**src/rtl/mul_seq_32_if.sv**
```systemverilog
// Operand/result handshake bundle between issue logic (master) and the
// sequential multiplier (slave).
interface mul_seq_32_if #(
    parameter int WIDTH = 32
);
    logic             in_valid;
    logic             in_ready;
    logic [WIDTH-1:0] op_a;
    logic [WIDTH-1:0] op_b;
    logic             out_valid;
    logic             out_ready;
    logic [WIDTH-1:0] result;

    modport master (
        output in_valid, op_a, op_b, out_ready,
        input  in_ready, out_valid, result
    );

    modport slave (
        input  in_valid, op_a, op_b, out_ready,
        output in_ready, out_valid, result
    );
endinterface

```
**src/rtl/mul_seq_32.sv**
```systemverilog
// Shift-and-add unsigned multiplier that borrows a shared external adder,
// one partial product per clock, returning the low WIDTH bits of the product.
module mul_seq_32 #(
    parameter int WIDTH = 32,
    parameter int CNT_W = 6
) (
    input  logic             clk,
    input  logic             rst_n,
    mul_seq_32_if.slave      bus,
    output logic             busy,
    output logic [WIDTH-1:0] add_a,
    output logic [WIDTH-1:0] add_b,
    input  logic [WIDTH-1:0] add_s
);

    typedef enum logic [1:0] {
        S_IDLE,
        S_RUN,
        S_DONE
    } state_t;

    state_t             state_q;
    state_t             state_d;
    logic [WIDTH-1:0]   acc;
    logic [WIDTH-1:0]   mcand;
    logic [WIDTH-1:0]   mplier;
    logic [CNT_W-1:0]   cnt;
    logic [WIDTH-1:0]   result_q;
    logic [WIDTH-1:0]   acc_next;
    logic               last_iter;

    always_ff @(posedge clk or negedge rst_n) begin
        if (!rst_n) begin
            state_q <= S_IDLE;
        end else begin
            state_q <= state_d;
        end
    end

    always_comb begin
        // NOTE: every signal driven here gets a default first, so no branch can infer a latch.
        state_d       = state_q;
        bus.in_ready  = 1'b0;
        bus.out_valid = 1'b0;
        busy          = 1'b0;
        add_a         = '0;
        add_b         = '0;
        // Stop once no set multiplier bits remain above bit 0, or after WIDTH steps.
        last_iter     = ((mplier >> 1) == '0) || (cnt == CNT_W'(WIDTH - 1));
        acc_next      = mplier[0] ? add_s : acc;

        case (state_q)
            S_IDLE: begin
                bus.in_ready = 1'b1;
                if (bus.in_valid) state_d = S_RUN;
            end
            S_RUN: begin
                busy  = 1'b1;
                add_a = acc;
                add_b = mcand;
                if (last_iter) state_d = S_DONE;
            end
            S_DONE: begin
                busy          = 1'b1;
                bus.out_valid = 1'b1;
                if (bus.out_ready) state_d = S_IDLE;
            end
            default: state_d = S_IDLE;
        endcase
    end

    // NOTE: sequential state uses non-blocking assignments so every register samples pre-edge values.
    always_ff @(posedge clk or negedge rst_n) begin
        if (!rst_n) begin
            // NOTE: the datapath is cleared on reset so an aborted product never leaks onto result.
            acc      <= '0;
            mcand    <= '0;
            mplier   <= '0;
            cnt      <= '0;
            result_q <= '0;
        end else begin
            case (state_q)
                S_IDLE: begin
                    if (bus.in_valid) begin
                        mcand  <= bus.op_a;
                        mplier <= bus.op_b;
                        acc    <= '0;
                        cnt    <= '0;
                    end
                end
                S_RUN: begin
                    acc    <= acc_next;
                    mcand  <= mcand << 1;
                    mplier <= mplier >> 1;
                    cnt    <= cnt + 1'b1;
                    if (last_iter) result_q <= acc_next;
                end
                default: ;
            endcase
        end
    end

    assign bus.result = result_q;

endmodule

```
**src/flat_wrapper.sv**
```systemverilog
// flat-port wrapper written by rule: the top's interface ports become plain ports
module mul_seq_32_flat 
#(
    parameter int WIDTH = 32,
    parameter int CNT_W = 6
)
  (clk, rst_n, busy, add_a, add_b, add_s, bus_in_valid, bus_op_a, bus_op_b, bus_out_ready, bus_in_ready, bus_out_valid, bus_result);
  mul_seq_32_if #(.WIDTH(WIDTH)) bus_i ();
  input  logic clk;
  input  logic rst_n;
  output logic busy;
  output logic [WIDTH-1:0] add_a;
  output logic [WIDTH-1:0] add_b;
  input  logic [WIDTH-1:0] add_s;
  input wire logic [$bits(bus_i.in_valid)-1:0] bus_in_valid;
  input wire logic [$bits(bus_i.op_a)-1:0] bus_op_a;
  input wire logic [$bits(bus_i.op_b)-1:0] bus_op_b;
  input wire logic [$bits(bus_i.out_ready)-1:0] bus_out_ready;
  output wire logic [$bits(bus_i.in_ready)-1:0] bus_in_ready;
  output wire logic [$bits(bus_i.out_valid)-1:0] bus_out_valid;
  output wire logic [$bits(bus_i.result)-1:0] bus_result;
  assign bus_i.in_valid = bus_in_valid;
  assign bus_i.op_a = bus_op_a;
  assign bus_i.op_b = bus_op_b;
  assign bus_i.out_ready = bus_out_ready;
  assign bus_in_ready = bus_i.in_ready;
  assign bus_out_valid = bus_i.out_valid;
  assign bus_result = bus_i.result;
  mul_seq_32 #(.WIDTH(WIDTH), .CNT_W(CNT_W)) u_core (.clk(clk), .rst_n(rst_n), .bus(bus_i), .busy(busy), .add_a(add_a), .add_b(add_b), .add_s(add_s));
endmodule
```
**config.mk**
```make
export PLATFORM = sky130hd
export DESIGN_NAME = mul_seq_32_flat
export DESIGN_NICKNAME = d
export VERILOG_FILES = /design/src/rtl/mul_seq_32_if.sv /design/src/rtl/mul_seq_32.sv /design/src/flat_wrapper.sv
export SDC_FILE = /design/constraint.sdc
export NUM_CORES = 1
export LEC_CHECK = 0
export ABC_AREA = 1
export CORE_ASPECT_RATIO = 1.4
export CORE_MARGIN = 5
export CORE_UTILIZATION = 48
export CTS_CLUSTER_DIAMETER = 50
export CTS_CLUSTER_SIZE = 24
export DETAILED_ROUTE_END_ITERATION = 12
export PLACE_DENSITY = 0.79
export SLEW_MARGIN = 40
export SYNTH_ARGS = -nofsm -noshare
export SYNTH_HDL_FRONTEND = slang
export SYNTH_SLANG_ARGS = --single-unit
```
**constraint.sdc**
```tcl
create_clock -name clk -period 2.3 [get_ports clk]
set_input_delay 0.46 -clock clk [delete_from_list [all_inputs] [get_ports clk]]
set_output_delay 0.46 -clock clk [all_outputs]
set_load 0.03 [all_outputs]
```
==> results by group <==
Clocking
  • Buffer depth of the longest clock path: 2
  • CTS clk-pin slew, worst paths: 0.06 ns
  • Clock H-tree levels: 4
  • Hold-fix buffers, CTS: 0
  • CTS tree: built
  • CTS root buffer: clkbuf_16
  • TritonCTS Buffers: 17
  • Clk sinks: 136
  • Skew-Pair Late Insertion Delay: 0.41 ns

Logic synthesis
  • Post-synth cell types: 25
  • Top-count cell post-synth: nand2_1
  • Post-synth top area share: 50.9%
  • Area contributors post-synth: dfrtp_1 (51%), nand2_1 (14%), inv_1 (6.6%), nand3_1 (5.0%), o21ai_0 (4.9%)
  • Yosys top cell by area: dfrtp_1
  • Yosys warns: 0
  • Syn Inst Count: 849
  • Syn Nets: 953
  • Mapped Avg Cell Area: 7.87 um2
  • Mapped cell area: 6680 um2
  • Top post-synthesis cells by count: nand2_1 (256), dfrtp_1 (136), inv_1 (118)
  • Synth Flop Type: dfrtp_1
  • Number of synthesized flops with an enable pin: 0
  • Post-synth ARST share: 100%
  • Sequential area share after synthesis: 50.9%
  • Synth Register Bits: 136

Global route
  • First-pass GRT wire length: 30200 um
  • Vias in the first global route: 6270
  • Antenna violations before repair: 0
  • Remaining global-route overflow: 0
  • Pin count of the biggest net entering global routing: 58
  • Total Routing Usage GR: 23.2%

Final layout
  • Layout cells sized above 1: 14.3%
  • Fin nets: 1140
  • Antenna fix cells: 0
  • Synth-to-Final Area Change: 40.2%
  • Post-route cell area: 9370 um2

Setup path
  • Critical path, cell by cell: inv_2 -> ha_4 -> buf_4 -> nand2_1 -> inv_1 -> clkdlybuf4s15_1
  • Element type at the critical path start: flip-flop
  • WP data arrival: 1.77 ns
  • CP top delay family: buffers and inverters
  • R2r setup slk: 0.43 ns
  • WP data required: 1.84 ns
  • Max Fanout on Critical Path: 10
  • Slowest cell on crit path: dfrtp_1
  • Reg2reg path depth: 11
  • Crit path largest cell delay: 0.41 ns
  • R2R Path Start: u_core.state_q[1]
  • Reg2Reg Capture Point: u_core.cnt[4]
  • Worst Setup Path Type: reg -> out
  • Critical path buffer and inverter count: 4
  • Worst setup EP type: output port

Die
  • Core Box Area: 13800 um2
  • Io pins: 199
  • Die Y: 150 um
  • Initial Util: 48.5%
  • Die Area: 16400 um2
  • Chip Width: 110 um
  • Cell row count: 51

Min path
  • Min-Delay Path Class: in -> async

Route
  • Final Routed Wirelength: 18500 um
  • Via density: 5.09
  • WL per Instance: 15.0 um
  • Vias: 6280
  • Final antenna-violating net count: 0
  • Drt drc: 0
  • First-pass DRT Iterations: 5
  • 1st-iter DRT viols: 365

Power and ir drop
  • P_leak: 4.71 nW
  • Clock Power Share: 23.3%
  • PwrDens: 1270 nW/um2
  • VDD IR max: 0.566 mV
  • Sequential Power Share: 30.8%
  • Switch share: 42.2%
  • Comb pwr share: 46.0%
  • Switching pwr: 0.00504 W
  • Internal power: 0.00689 W

Timing
  • Worst Hold Margin: 0.00353 ns
  • Slew Limit Fails: 0
  • Final setup fails: 0
  • Skew final: 0.0100 ns
  • Actual slew at the worst max-slew pin: 0.546 ns
  • Relative slew slack: 63.6%
  • RSZ-0062 raised after global routing: false
  • Final period utilization: 96.9%
  • Tmin final: 2.23 ns
  • Fin. Hold Viols: 0
  • Setup_tns: 0 ns
  • Fmax: 448 MHz

Placement
  • Post-DP Area: 8680 um2
  • Buffers added on ports: 198
  • GP Congestion: 0.813
  • Dpl hpwl: 12400 um

Flow run
  • Max Cap Viol: 0

Status
  • Status: complete, no violations
-- placed cells by master (no fill, tap or decap), types with 7 or more instances in the layout --
cell type / synthesis / layout
clkdlybuf4s50_1: 0 / 130
a21oi_1: 36 / 36
dfrtp_1: 136 / 135
clkbuf_16: 0 / 18
o21ai_0: 65 / 65
nand2_1: 256 / 256
inv_2: 22 / 24
clkbuf_2: 1 / 9
inv_1: 118 / 116
o221ai_1: 30 / 30
buf_12: 0 / 7
nand3_1: 67 / 67
o21ai_1: 34 / 34
buf_4: 6 / 62
nor2_1: 15 / 15
-- worst max-delay path by stage --
stage                            from        end  slack (ns)  depth (start not counted)
finish              u_core.state_q[1]   add_b[1]        0.07                          6
global route        u_core.state_q[1]  add_b[30]      0.0004                          7
CTS                 u_core.state_q[1]  add_b[10]       0.004                          6
detailed placement  u_core.state_q[1]  add_b[11]        0.13                          5
global placement    u_core.state_q[1]   add_a[1]        0.18                          5
floorplan           u_core.state_q[1]  add_a[11]        0.34                          8
-- metrics by stage --
step                total power, W  utilization (%)  setup slack (ns)  cells
floorplan                  0.00731                -             0.337    849
global placement           0.00884             63.0             0.179   1197
detailed placement         0.00895             63.0             0.132   1197
CTS                         0.0119             67.9           0.00426   1233
global route                0.0128             68.0          0.000381   1234
finish                      0.0119             68.0            0.0702   1234
-- what timing repair did --
item                                    in CTS  in global routing
resized for setup                           25                 23
gates cloned                                 1                  1
endpoints found under the setup margin      62                 32
setup buffers                                3                  0
pin swaps                                    0                  0
-- power groups by stage --
| stage | Clock, W | Sequential [W] | Combinational, W |
|---|---|---|---|
| floorplan | 0 | 0.00357 | 0.00374 |
| global placement | 0 | 0.00368 | 0.00516 |
| detailed placement | 0 | 0.00369 | 0.00526 |
| CTS | 0.00281 | 0.00366 | 0.00546 |
| global route | 0.00292 | 0.00376 | 0.00610 |
| finish | 0.00277 | 0.00367 | 0.00548 |
-- layer usage --
layer	wire, um	GRT usage, %	up-vias
li1	-	-	3078
met3	978	4.19	32
met4	448	9.05	0
met5	0	0	-
met1	7240	28.7	2947
met2	9850	39.9	223
-- flip-flops by register name, indices dropped and copies added, names as in the netlist --
register / cells
u_core.acc: 32
u_core.bus.result: 32
u_core.cnt: 6
u_core.mcand: 32
u_core.mplier: 32
u_core.state_q: 2
-- layout make-up --
class | instances | area (um2)
Inverter | 140 | 526
Timing Repair Buffer | 222 | 2150
Clock buffer | 20 | 467
Clock inverter | 12 | 140
Multi-Input combinational cell | 519 | 2440
Tap cell | 185 | 231
Fill cell | 1153 | 4420
Sequential cell | 136 | 3400
-- cell families after synthesis --
kind of cell	count (synthesis)	share of synthesized area [%]
and+or+nand+nor	347	21.3
adders and majority gates	4	0.749
DFF	136	50.9
buffers and inverters	194	12.7
AOI/OAI and AO/OA	168	14.4
Note: power is estimated with default switching activity, not from simulation.
==> RTL change 1, RTL diff (config.mk and constraints unchanged) <==
`WIDTH` is set to 32 in 3 places; all go to 48.
--- a/src/rtl/mul_seq_32_if.sv
+++ b/src/rtl/mul_seq_32_if.sv
@@ -1,7 +1,7 @@
 // Operand/result handshake bundle between issue logic (master) and the
 // sequential multiplier (slave).
 interface mul_seq_32_if #(
-    parameter int WIDTH = 32
+    parameter int WIDTH = 48
 );
     logic             in_valid;
     logic             in_ready;
--- a/src/rtl/mul_seq_32.sv
+++ b/src/rtl/mul_seq_32.sv
@@ -1,7 +1,7 @@
 // Shift-and-add unsigned multiplier that borrows a shared external adder,
 // one partial product per clock, returning the low WIDTH bits of the product.
 module mul_seq_32 #(
-    parameter int WIDTH = 32,
+    parameter int WIDTH = 48,
     parameter int CNT_W = 6
 ) (
     input  logic             clk,
--- a/src/flat_wrapper.sv
+++ b/src/flat_wrapper.sv
@@ -1,7 +1,7 @@
 // flat-port wrapper written by rule: the top's interface ports become plain ports
 module mul_seq_32_flat 
 #(
-    parameter int WIDTH = 32,
+    parameter int WIDTH = 48,
     parameter int CNT_W = 6
 )
   (clk, rst_n, busy, add_a, add_b, add_s, bus_in_valid, bus_op_a, bus_op_b, bus_out_ready, bus_in_ready, bus_out_valid, bus_result);
Interface: changed (6 resized); port bits go from 199 to 295. The function was not compared with the original's and may differ.
==> RTL change 1 against the original RTL <==
Clock power rose by 7%. Cell area rose by 41%. Global-route usage rose by 1.1 points. Routed wire length rose by 47%. Utilization rose by 0.62 points. Worst setup slack got worse by 0.0070 ns. Power rose by 30%. Area after synthesis rose by 40%. Sequential cell count rose by 64. Largest cell class unchanged. Highest routed layer unchanged.
==> RTL change 1: results (changes against the original RTL) <==
metric	value	unit	change
post-synth cell types	24		-4.0%
GRT met2 Usage	41.2	%	+1.3 points
Net Sw Frac	42.4	%	+0.19 points
CTS Hold Bufs	1		+1
register area	5000	um2	+47%
Total GRT Usage	24.3	%	+1.1 points
pre-CTS setup slack	0.163	ns	+0.0304 ns
worst-path maximum fanout	12		+2
Setup Skew	0.0132	ns	+0.00317 ns
met1 GRT Util	30.2	%	+1.5 points
iteration-0 DRC count of the detailed router	678		+86%
Data buffer area share	24.8	%	+1.8 points
Non-Clock Buffer Count	323		+45%
postcts setup bufs	4		+1
Final Power	15.5	mW	+30%
Peak VDD IR	0.000718	V	+27%
footprint of the multi-input gates	3250	um2	+33%
WL met3	1690	um	+72%
first-pass GRT wire length	43700	um	+45%
Fillers	1581		+37%
most frequent cells after synthesis	nand2_1, inv_1, dfrtp_1, o21ai_0, o22ai_1		
status	complete, no violations		
adder-cell share of the synthesized area	0.536	%	-0.21 points
Synthesized Nets	1287		+35%
die area	22400	um2	+36%
initial antenna violation count	1		+1
ClkCell Share	4.40	%	-2.1 points
dpl hpwl	18900	um	+53%
r2r startpoint	u_core.state_q[0]$_DFFE_PN0P_		
via/cell ratio	5.21		+2.3%
slew margin rel.	61.9	%	-1.6 points
multi-input combinational area share	24.7	%	-1.4 points
Ant. Diodes	1		+1
## RTL change 1: cell count changes after synthesis, sizes merged, moves of 33 or more
cell / unedited run / this run
nand2: 261 / 363
dfrtp: 136 / 200
inv: 140 / 203
nand3: 67 / 8
o22ai: 1 / 48
o211ai: 1 / 34
## RTL change 1: worst paths after layout
path                            slack [ns]                       endpoint  depth (start not counted)
worst max-delay path                  0.06                      add_b[43]                          7
worst min register to register        0.48      u_core.cnt[5]$_DFFE_PN0P_                          1
worst min-delay path                  0.48      u_core.cnt[5]$_DFFE_PN0P_                          1
max in group asynchronous             1.11     u_core.acc[15]$_DFFE_PN0P_                          3
worst max register to register        0.27   u_core.mcand[35]$_DFFE_PN0P_                          9
min in group asynchronous             0.51  u_core.mplier[22]$_DFFE_PN0P_                          2
## RTL change 1: worst max-delay path: stages (launching register included)
cell,delay (ns)
dfrtp_1,0.39
inv_2,0.08
ha_4,0.16
buf_12,0.13
bufbuf_16,0.28
nand2_1,0.07
inv_1,0.06
buf_4,0.15
==> RTL change 2, RTL diff (same settings) <==
Without the edit above. Make the reset (`rst_n`) synchronous in 2 clocked blocks.
--- a/src/rtl/mul_seq_32.sv
+++ b/src/rtl/mul_seq_32.sv
@@ -29,7 +29,7 @@
     logic [WIDTH-1:0]   acc_next;
     logic               last_iter;
 
-    always_ff @(posedge clk or negedge rst_n) begin
+    always_ff @(posedge clk) begin
         if (!rst_n) begin
             state_q <= S_IDLE;
         end else begin
@@ -70,7 +70,7 @@
     end
 
     // NOTE: sequential state uses non-blocking assignments so every register samples pre-edge values.
-    always_ff @(posedge clk or negedge rst_n) begin
+    always_ff @(posedge clk) begin
         if (!rst_n) begin
             // NOTE: the datapath is cleared on reset so an aborted product never leaks onto result.
             acc      <= '0;
Function: differs if rst_n is asserted again (counterexample within 4 cycles, from zero or initial values and one cycle with rst_n low); with rst_n held inactive, the same outputs for 10 cycles.
==> RTL change 2 against the original RTL <==
Cell area is 0.85% higher. Worst setup slack got worse by 0.0043 ns. Utilization is 2.3 points higher. Global-route usage fell by 0.70 points. Area after synthesis down 0.71%. Final cell count is 7.1% higher. Sequential cell count unchanged. Routed wire length is essentially flat. Via count grew 4.9%. Critical path type unchanged. Highest routed layer unchanged.
Power is not compared: it rests on default switching activity, and its combinational part moved more than twofold at a synthesized area within 25%.
==> RTL change 2: results (changes against the original RTL) <==
metric	value	unit	change
most frequent cells after synthesis	nand2_1, dfxtp_1, inv_1, a31oi_1, a21oi_1		
r2r startpoint	u_core.state_q[1]$_SDFFE_PN0P_		
Slowest cell on crit path	clkdlybuf4s50_1		
Crit path max-delay family	buffers and inverters		
post-synthesis sequential area ratio	41.0	%	-9.9 points
clk buf depth	2		unchanged
adder-cell share of the synthesized area	0.754	%	+0.0054 points
met3 Resource Use GR	6.06	%	+1.9 points
clk slew on worst S/H paths	0.06	ns	about the same
R2R depth	10		-1
fin nets	1232		+8.1%
Worst Hold Class	flip-flop to flip-flop		
met1 GRT Util	26.9	%	-1.8 points
Total GRT Usage	22.5	%	-0.70 points
Synth Area per Inst	6.98	um2	-11%
routability cong.	0.813		about the same
number of global-route vias before repair	6305		+0.56%
Synthesized Nets	1055		+11%
compound-cell area share of the yosys netlist	12.4	%	-2.0 points
slew margin rel.	63.6	%	about the same
via/cell ratio	4.98		-2.1%
share of post-route cells with drive strength above 1	14.5	%	+0.17 points
setup slack after layout	0.0659	ns	-0.00433 ns
leakage	4.11	nW	
iteration-0 DRC count of the detailed router	293		-20%
worst-path maximum fanout	4		-6
pre-CTS setup slack	0.149	ns	+0.0165 ns
Cells on Worst Hold Path	2		
HP Start	u_core.acc[29]$_SDFFE_PN0P_		
final std cells w/o fill	1322		+7.1%
multiplexer share of the synthesized area	4.83	%	+4.8 points
synth top area cells	dfxtp_1, nand2_1, a31oi_1		
clock latency on the worst-skew pair	0.41	ns	about the same
Routed WL	18500	um	about the same
reg2reg end	u_core.mplier[14]$_SDFFE_PN0P_		
Fillers	1131		-1.9%
Critical Path Max Stage Delay	0.70	ns	+0.29 ns
worst setup path endpoint	bus_in_ready		
worst hold endpoint	u_core.acc[29]$_SDFFE_PN0P_		
DR pass1 iterations	4		-1
post-synth cell types	28		+12%
CTS root buf	clkbuf_16		
largest net degree at the start of global routing	65		+12%
dpl hpwl	12200	um	-1.7%
Main synth FF type	dfxtp_1		
Arr. time, crit path	1.77	ns	about the same
status	complete, no violations		
r2r setup slk	0.40	ns	-0.03 ns
GRT met2 Usage	38.9	%	-0.98 points
Crit. Startpoint	u_core.state_q[0]$_SDFFE_PN0P_		
Peak VDD IR	0.000494	V	
first-pass GRT wire length	29800	um	-1.1%
ys async rst share	0	%	-100 points
Setup Skew	0.00778	ns	-0.00224 ns
[RTL change 2: cell types whose count changed after synthesis, moves of 21 or more]
cell      before  now
dfxtp_1        0  136
mux2i_1        0   32
nand3_1       67   37
or2_2          0   32
a31oi_1        0   62
a21oi_1       36   57
nand2_1      256  346
o21ai_1       34    0
o221ai_1      30    0
dfrtp_1      136    0
inv_1        118   91
o21ai_0       65    4
nor2_1        15   45
[RTL change 2: metrics by stage]
| stage | hold WS (ns) | instance area [um2] | util, % | power [mW] |
|---|---|---|---|---|
| after floorplan | 0.447 | 6640 | - | 3.81 |
| after global placement | 0.460 | 8670 | 64.4 | 4.38 |
| after detailed placement | 0.471 | 8670 | 64.4 | 4.40 |
| after CTS | 0.482 | 9380 | 69.7 | 7.41 |
| after global routing | 0.494 | 9450 | 70.2 | 7.75 |
| final | 0.476 | 9450 | 70.2 | 7.41 |
[RTL change 2: power by group through the flow]
stage / Combinational, mW / Sequential, mW / Clock, mW
after floorplan: 1.10 / 2.72 / 0
after global placement: 1.65 / 2.72 / 0
after detailed placement: 1.67 / 2.72 / 0
after CTS: 1.79 / 2.68 / 2.94
after global routing: 2.01 / 2.70 / 3.04
final: 1.83 / 2.68 / 2.89
[RTL change 2: per-layer routing]
layer | vias up | share of wire, %
met2 | 190 | 51
met4 | 0 | 2.0
met1 | 3015 | 40
met5 | - | 0
li1 | 3354 | -
met3 | 27 | 6.9
[RTL change 2: layout make-up]
type                       count  area (um2)  area share [%]
multi-input combinational    647        3150            33.3
inverter                     103         389            4.12
timing repair buffer         223        2330            24.6
sequential                   136        2730            28.9
tap                          182         228            2.41
clock inverter                11         171            1.81
clock buffer                  20         457            4.83
[RTL change 2: repair_timing]
item                                    in CTS  in global routing
cloned                                       2                  1
endpoints found under the setup margin      61                 36
resized for setup                           29                  4
setup buffers                                2                  3
